`src/rtl/video_timing_gen.sv`:
```
// Raster timing generator: syncs, data enable, pixel coordinates and line/frame strobes.
// Define VIDEO_TIMING_GEN_CFG_EN to build the run-time, frame-aligned timing update path.
module video_timing_gen #(
  parameter int unsigned H_WIDTH   = 32'd12,
  parameter int unsigned V_WIDTH   = 32'd11,
  parameter int unsigned H_ACTIVE  = 32'd1366,
  parameter int unsigned H_FRONT   = 32'd70,
  parameter int unsigned H_SYNC    = 32'd143,
  parameter int unsigned H_BACK    = 32'd213,
  parameter int unsigned V_ACTIVE  = 32'd768,
  parameter int unsigned V_FRONT   = 32'd3,
  parameter int unsigned V_SYNC    = 32'd5,
  parameter int unsigned V_BACK    = 32'd24,
  parameter logic        HSYNC_POL = 1'b1,
  parameter logic        VSYNC_POL = 1'b1
) (
  input  logic                   i_clk,
  input  logic                   i_rst,
  input  logic                   i_en,
  input  logic                   i_cfg_wr,
  input  logic [4*H_WIDTH-1:0]   i_cfg_h,
  input  logic [4*V_WIDTH-1:0]   i_cfg_v,
  output logic                   o_cfg_pending,
  output logic                   o_cfg_err,
  output logic                   o_hsync,
  output logic                   o_vsync,
  output logic                   o_de,
  output logic [H_WIDTH-1:0]     o_x,
  output logic [V_WIDTH-1:0]     o_y,
  output logic                   o_line_start,
  output logic                   o_frame_start
);

  localparam logic [4*H_WIDTH-1:0] H_DEF = {H_WIDTH'(H_ACTIVE), H_WIDTH'(H_FRONT),
                                            H_WIDTH'(H_SYNC), H_WIDTH'(H_BACK)};
  localparam logic [4*V_WIDTH-1:0] V_DEF = {V_WIDTH'(V_ACTIVE), V_WIDTH'(V_FRONT),
                                            V_WIDTH'(V_SYNC), V_WIDTH'(V_BACK)};
  localparam logic [H_WIDTH:0]   H_ONE  = {{H_WIDTH{1'b0}}, 1'b1};
  localparam logic [V_WIDTH:0]   V_ONE  = {{V_WIDTH{1'b0}}, 1'b1};
  localparam logic [H_WIDTH-1:0] H_INC  = {{(H_WIDTH-1){1'b0}}, 1'b1};
  localparam logic [V_WIDTH-1:0] V_INC  = {{(V_WIDTH-1){1'b0}}, 1'b1};
  localparam logic [H_WIDTH-1:0] H_ZERO = {H_WIDTH{1'b0}};
  localparam logic [V_WIDTH-1:0] V_ZERO = {V_WIDTH{1'b0}};

  logic [4*H_WIDTH-1:0] tim_h_s;
  logic [4*V_WIDTH-1:0] tim_v_s;
  logic [H_WIDTH-1:0]   ha_s, hf_s, hs_s, hb_s, h_r;
  logic [V_WIDTH-1:0]   va_s, vf_s, vs_s, vb_s, v_r;
  logic [H_WIDTH:0]     ht_s, hs_lo_s, hs_hi_s;
  logic [V_WIDTH:0]     vt_s, vs_lo_s, vs_hi_s;
  logic                 h_last_s, v_last_s, de_s, hsync_s, vsync_s;

  assign {ha_s, hf_s, hs_s, hb_s} = tim_h_s;
  assign {va_s, vf_s, vs_s, vb_s} = tim_v_s;

  // Totals and sync windows are widened by one bit so a full 2^WIDTH period fits.
  assign ht_s    = {1'b0, ha_s} + {1'b0, hf_s} + {1'b0, hs_s} + {1'b0, hb_s};
  assign vt_s    = {1'b0, va_s} + {1'b0, vf_s} + {1'b0, vs_s} + {1'b0, vb_s};
  assign hs_lo_s = {1'b0, ha_s} + {1'b0, hf_s};
  assign hs_hi_s = hs_lo_s + {1'b0, hs_s};
  assign vs_lo_s = {1'b0, va_s} + {1'b0, vf_s};
  assign vs_hi_s = vs_lo_s + {1'b0, vs_s};

  assign h_last_s = ({1'b0, h_r} == (ht_s - H_ONE));
  assign v_last_s = ({1'b0, v_r} == (vt_s - V_ONE));
  assign de_s     = (h_r < ha_s) && (v_r < va_s);
  assign hsync_s  = (({1'b0, h_r} >= hs_lo_s) && ({1'b0, h_r} < hs_hi_s)) ? HSYNC_POL : ~HSYNC_POL;
  assign vsync_s  = (({1'b0, v_r} >= vs_lo_s) && ({1'b0, v_r} < vs_hi_s)) ? VSYNC_POL : ~VSYNC_POL;

  // Raster counters and registered decode of the current position.
  always_ff @(posedge i_clk) begin
    if (i_rst || !i_en) begin
      h_r           <= H_ZERO;
      v_r           <= V_ZERO;
      o_de          <= 1'b0;
      o_x           <= H_ZERO;
      o_y           <= V_ZERO;
      o_line_start  <= 1'b0;
      o_frame_start <= 1'b0;
      o_hsync       <= ~HSYNC_POL;
      o_vsync       <= ~VSYNC_POL;
    end else begin
      if (h_last_s) begin
        h_r <= H_ZERO;
        v_r <= v_last_s ? V_ZERO : (v_r + V_INC);
      end else begin
        h_r <= h_r + H_INC;
      end
      o_de          <= de_s;
      o_x           <= de_s ? h_r : H_ZERO;
      o_y           <= de_s ? v_r : V_ZERO;
      o_line_start  <= de_s && (h_r == H_ZERO);
      o_frame_start <= de_s && (h_r == H_ZERO) && (v_r == V_ZERO);
      o_hsync       <= hsync_s;
      o_vsync       <= vsync_s;
    end
  end

`ifdef VIDEO_TIMING_GEN_CFG_EN
  localparam logic [H_WIDTH:0] H_LIMIT = {1'b1, {H_WIDTH{1'b0}}};
  localparam logic [V_WIDTH:0] V_LIMIT = {1'b1, {V_WIDTH{1'b0}}};

  logic [4*H_WIDTH-1:0] act_h_r, pnd_h_r;
  logic [4*V_WIDTH-1:0] act_v_r, pnd_v_r;
  logic                 pend_r, err_r, cfg_bad_s, apply_s;
  logic [H_WIDTH:0]     wr_ht_s;
  logic [V_WIDTH:0]     wr_vt_s;

  assign wr_ht_s = {1'b0, i_cfg_h[4*H_WIDTH-1 -: H_WIDTH]} + {1'b0, i_cfg_h[3*H_WIDTH-1 -: H_WIDTH]}
                 + {1'b0, i_cfg_h[2*H_WIDTH-1 -: H_WIDTH]} + {1'b0, i_cfg_h[H_WIDTH-1:0]};
  assign wr_vt_s = {1'b0, i_cfg_v[4*V_WIDTH-1 -: V_WIDTH]} + {1'b0, i_cfg_v[3*V_WIDTH-1 -: V_WIDTH]}
                 + {1'b0, i_cfg_v[2*V_WIDTH-1 -: V_WIDTH]} + {1'b0, i_cfg_v[V_WIDTH-1:0]};
  assign cfg_bad_s = (i_cfg_h[4*H_WIDTH-1 -: H_WIDTH] == H_ZERO) || (i_cfg_h[2*H_WIDTH-1 -: H_WIDTH] == H_ZERO)
                  || (i_cfg_v[4*V_WIDTH-1 -: V_WIDTH] == V_ZERO) || (i_cfg_v[2*V_WIDTH-1 -: V_WIDTH] == V_ZERO)
                  || (wr_ht_s > H_LIMIT) || (wr_vt_s > V_LIMIT);
  assign apply_s = pend_r && (!i_en || (h_last_s && v_last_s));

  // Shadowed timing: a write landing on the apply edge stays pending for the next frame.
  always_ff @(posedge i_clk) begin
    if (i_rst) begin
      act_h_r <= H_DEF;
      act_v_r <= V_DEF;
      pnd_h_r <= H_DEF;
      pnd_v_r <= V_DEF;
      pend_r  <= 1'b0;
      err_r   <= 1'b0;
    end else begin
      err_r <= i_cfg_wr && cfg_bad_s;
      if (apply_s) begin
        act_h_r <= pnd_h_r;
        act_v_r <= pnd_v_r;
        pend_r  <= 1'b0;
      end
      if (i_cfg_wr && !cfg_bad_s) begin
        pnd_h_r <= i_cfg_h;
        pnd_v_r <= i_cfg_v;
        pend_r  <= 1'b1;
      end
    end
  end

  assign tim_h_s       = act_h_r;
  assign tim_v_s       = act_v_r;
  assign o_cfg_pending = pend_r;
  assign o_cfg_err     = err_r;
`else
  logic unused_cfg_s;

  assign unused_cfg_s  = ^{i_cfg_wr, i_cfg_h, i_cfg_v};
  assign tim_h_s       = H_DEF;
  assign tim_v_s       = V_DEF;
  assign o_cfg_pending = 1'b0;
  assign o_cfg_err     = 1'b0;
`endif

endmodule

```
`config.mk`:
```
export PLATFORM = sky130hd
export DESIGN_NAME = video_timing_gen
export DESIGN_NICKNAME = d
export VERILOG_FILES = /design/src/rtl/video_timing_gen.sv
export SDC_FILE = /design/constraint.sdc
export NUM_CORES = 1
export LEC_CHECK = 0
export ABC_CLOCK_PERIOD_IN_PS = 2300
export BUFFER_PORTS_ARGS = -buffer_cell sky130_fd_sc_hd__buf_2
export CAP_MARGIN = 20
export CORE_UTILIZATION = 43
export CTS_CLUSTER_SIZE = 20
export DETAILED_ROUTE_END_ITERATION = 16
export GPL_TIMING_DRIVEN = 0
export HOLD_SLACK_MARGIN = 0.08
export PLACE_DENSITY_LB_ADDON = 0.3
export SLEW_MARGIN = 20
export SYNTH_ARGS = -nofsm -noshare
export SYNTH_HDL_FRONTEND = slang
export SYNTH_SLANG_ARGS = --single-unit
export TNS_END_PERCENT = 100
```
`constraint.sdc`:
```
create_clock -name i_clk -period 2.3 [get_ports i_clk]
set_clock_uncertainty 0.15 [all_clocks]
set_input_delay 0.115 -clock i_clk [delete_from_list [all_inputs] [get_ports i_clk]]
set_output_delay 0.115 -clock i_clk [all_outputs]
set_load 0.02 [all_outputs]
```
Word level (Yosys, flattened, before mapping)

Index checks and enable logic that the tools add are counted.

Bits in registers: 51
Logic and storage cells: 34

Muxes and demuxes: 3
Eq/ne operators: 2
$lt $le $gt $ge: 6
Bitwise logic cells: 1
Reductions and logical operators: 11
Add/subtract/negate cells: 2

Operators with widths:

| kind                  | count |
|---|---|
| $lt 12x11->1 const B  | 2 |
| $lt 11x10->1 const B  | 2 |
| $add 12x1->12 const B | 1 |
| $eq 12x11->1 const B  | 1 |
| $ge 12x11->1 const B  | 1 |
| $logic_not 12->1      | 1 |
| $add 11x1->11 const B | 1 |
| $eq 11x10->1 const B  | 1 |
| $ge 11x10->1 const B  | 1 |
| $logic_not 11->1      | 1 |
| $mux 11               | 1 |
| $logic_and 1x1->1     | 5 |
| $reduce_or 2->1       | 2 |
| $mux 1                | 2 |
| $logic_not 1->1       | 1 |
| $logic_or 1x1->1      | 1 |
| $not 1->1             | 1 |

Depth between registers and ports, before layout

Depth in word-level cells: 4
Gate-level depth with buffers: 7

Worst setup path before layout

OpenSTA, ideal clock, no wires.

Path type: register to register
Start: register h_r[0]
End: register v_r[10]
Data required time: 2.080 ns
Setup slack: 0.525 ns
Stages on the path, launching flop included: 6
Library setup time: 0.070 ns
Arrival time: 1.555 ns
Cells stage by stage: dfxtp_1 ha_1 and4_4 nand3_4 or4_1 a21oi_1

Cells in the longest elaborated chain, start to end: 1

Ends and longest elaborated chain:

| item                   | RTL line | text |
|---|---|---|
| from (decl)            | 47       | `logic [H_WIDTH-1:0] ha_s, hf_s, hs_s, hb_s, h_r;` |
| from (signal assigned) | 87       | `h_r <= h_r + H_INC;` |
| $eq 12x11->1           | 64       | `assign h_last_s = ({1'b0, h_r} == (ht_s - H_ONE));` |
| to (signal assigned)   | 85       | `v_r <= v_last_s ? V_ZERO : (v_r + V_INC);` |
| to (decl)              | 48       | `logic [V_WIDTH-1:0] va_s, vf_s, vs_s, vb_s, v_r;` |

No other way between the ends.
A chain may end at the register's enable or synchronous reset.

Final worst setup path

Start: register v_r[1]
End: register v_r[5]

Cells in the longest elaborated chain, start to end: 2
Elaborated cells between the ends (all ways): 3
Classes of those cells: add/sub: 1; eq/ne: 1; mux: 1

Ends and longest elaborated chain:

| item                                                 | RTL line |
|---|---|
| $add 11x1->11 / $eq 11x10->1 (equally long branches) | 85, 65 |
| $mux 11 (*)                                          | 85 |

Every way passes the cells marked *; elsewhere a longest branch is shown, timed or not.

==> impl_metrics.env <==
export IMPL_drt_pass1_iterations=5
export IMPL_ys_seq_area_share_pct=48.5
export IMPL_cts_buffers=5
export IMPL_leakage_nw=1.03
export IMPL_start_util_pct=44.6
export IMPL_netlist_top_cells_count="dfxtp_1 (51), and2_1 (22), nand2_1 (19)"
export IMPL_area_delta_synth_final_pct=17.9
export IMPL_synthCells=222
export IMPL_gp_congestion=0.847
export IMPL_synth_mux_area_share_pct=0.475
export IMPL_yosysWarnings=0
export IMPL_postCtsHoldBufs=0
export IMPL_totalWireLength_um=3830
export IMPL_ctsResizeCount=0
export IMPL_drive_above_1_share_pct=23.6
export IMPL_grt_use_met1_pct=22.1
export IMPL_synth_edf_count=0
export IMPL_finalPower_w=0.00166
export IMPL_ir_worst_vdd_mv=0.253
export IMPL_path_max_fanout=10
export IMPL_yosysTopAreaCell="dfxtp_1"
export IMPL_sequentialPowerShare_pct=53.8
export IMPL_vias=1631
export IMPL_ant_nets=0
export IMPL_io_buffers=30
export IMPL_drv_cap=0
export IMPL_ioPinCount=126
export IMPL_power_density_nw_per_um2=668
export IMPL_track_usage_pct=15.7
export IMPL_fin_crit_sh_pct=88.4
export IMPL_finalMaxSlewViolations=0
export IMPL_synth_compound_area_share_pct=7.19
export IMPL_die_x_um=72
export IMPL_setup_viol=0
export IMPL_clock_tree_buffer_depth=2
export IMPL_critical_path_class="flop to flop"
export IMPL_synthArstFlopShare_pct=0
export IMPL_hold_viol_final=0
export IMPL_cts_sinks=51
export IMPL_grt_setup_unrepaired="no"
export IMPL_holdCritPathClass="input port to flop"
export IMPL_status="finished, final reports clean"
export IMPL_cp_arrival_ns=2.06
export IMPL_root_buffer="clkbuf_8"
export IMPL_synth_area_leaders="dfxtp_1 (48%), and2_1 (6.5%), nand2_1 (3.4%), nor2_1 (3.0%), nand4_1 (2.7%)"
export IMPL_num_rows=25
export IMPL_h_tree_depth=2
export IMPL_grt_pass1_vias=1286
export IMPL_grt_max_degree=16
export IMPL_vias_per_cell=4.94
export IMPL_synth_adder_area_share_pct=2.38
export IMPL_grt_overflow_total=0
export IMPL_core_area_um2=4720
export IMPL_p_int_w=0.00134
export IMPL_cts_tree="yes"
export IMPL_required_ns=2.33
export IMPL_postCtsSetupBuffers=0
export IMPL_path_clk_slew_ns=0.09
export IMPL_synth_top_family_by_area="simple AND/OR/NAND/NOR gates"
export IMPL_fp_dieArea_um2=5180
export IMPL_insertion_delay_ns=0.30
export IMPL_avgSynthCellArea_um2=9.49
export IMPL_synthSimpleGateAreaFrac_pct=30.2
export IMPL_worstSetupStartpointType="flop"
export IMPL_ys_ff_latch=51
export IMPL_diodes=0
export IMPL_die_h_um=72
export IMPL_syn_area_um2=2110
export IMPL_met3_usage_pct=3.75
export IMPL_fin_setup_tns_ns=0
export IMPL_hold_slack_ns=0.124
export IMPL_min_period_ns=2.03
export IMPL_max_freq_mhz=492
export IMPL_avgRoutedWirePerCell_um=11.6
export IMPL_power_frac_clock_pct=43.2
export IMPL_drtIter0Drc=99
export IMPL_fin_util_pct=52.6
export IMPL_final_nets=362
export IMPL_grt_pass1_wl_um=6290
export IMPL_synth_most_common_cell="dfxtp_1"
export IMPL_gr_usage_met2_pct=23.1
export IMPL_yosys_cell_types_count=46
export IMPL_comb_power_share_pct=3.0
export IMPL_drc=0
export IMPL_switching_power_w=0.000319
export IMPL_top_usage_layer="met2"
export IMPL_antenna_found_initial=0
export IMPL_hpwl_um=2700
export IMPL_crit_path_end_kind="flop"
export IMPL_synth_top_cell_area_share_pct=48.5
export IMPL_swShare_pct=19.2
export IMPL_synthXorXnorAreaFrac_pct=4.57
export IMPL_synthFlopType="dfxtp_1"
[critical path: stages, from the launching register on]
cell	delay [ns]
dfxtp_1	0.46
ha_1	0.27
and4_2	0.28
nand4_1	0.37
a31oi_1	0.30
a311oi_1	0.07
[final timing paths]
| check | from | endpoint | slack, ns | cells past startpoint |
|---|---|---|---|---|
| max | v_r[1] | v_r[5] | 0.27 | 5 |
| min | i_rst | o_hsync | 0.12 | 5 |
| max reg2reg | v_r[1] | v_r[5] | 0.27 | 5 |
| min reg2reg | h_r[0] | h_r[0] | 0.36 | 1 |
[registers in the layout, indices dropped and copies added (netlist names)]
signal / count
o_line_start: 1
o_de: 1
o_vsync: 1
v_r: 11
o_x: 12
h_r: 12
o_y: 11
o_frame_start: 1
o_hsync: 1
[through the flow]
stage | setup WS, ns | instance area [µm²] | cells
2_1_floorplan | 0.525 | 2120 | 225
3_3_place_gp | 0.355 | 2350 | 322
3_5_place_dp | 0.316 | 2350 | 322
4_1_cts | 0.299 | 2480 | 330
5_1_grt | 0.0787 | 2480 | 330
6_report | 0.268 | 2480 | 330
[kinds of logic after synthesis]
| family | Yosys count |
|---|---|
| AND/OR/NAND/NOR | 110 |
| flip-flops | 51 |
| AO/OA/AOI/OAI | 25 |
| buffers and inverters | 19 |
| XOR/XNOR | 11 |
| adder cells (fa/ha/maj) | 4 |
| other | 1 |
| multiplexers | 1 |
[power by group through the flow]
stage          clock network, W   logic, W  registers [W]
6_report               0.000717  0.0000502       0.000893
5_1_grt                0.000763  0.0000557       0.000894
3_5_place_dp                  0  0.0000511       0.000914
4_1_cts                0.000730  0.0000512       0.000893
3_3_place_gp                  0  0.0000508       0.000914
2_1_floorplan                 0  0.0000278       0.000921
[layer usage]
metal / up-vias / part of all wire [%]
met2: 40 / 42
met5: - / 0
li1: 838 / -
met3: 4 / 4.4
met4: 0 / 1.1
met1: 749 / 52
[final cells by class]
type | instances | area (µm²)
Sequential cell | 51 | 1020
Inverter | 4 | 15.0
Clock inverter | 2 | 60.1
Fill cell | 457 | 2240
Buffer | 15 | 123
Multi-Input combinational cell | 155 | 960
Timing Repair Buffer | 30 | 150
Clock buffer | 6 | 72.6
Tap cell | 67 | 83.8
[placed cells by master, fill, tap and decap left out, types with 3 or more instances in the layout]
cell type	instances
nor4_1	3
conb_1	4
buf_2	33
nand3_1	9
buf_6	3
ha_1	4
a31oi_1	3
a21oi_1	9
nor3_1	6
and3_1	4
xnor2_1	6
o21ai_0	6
nand2_1	19
nand4_1	9
dfxtp_1	51
nor2_1	17
buf_4	5
xor2_1	5
clkbuf_8	7
and2_1	22
inv_1	4
Power figures use the tool's default switching activity.
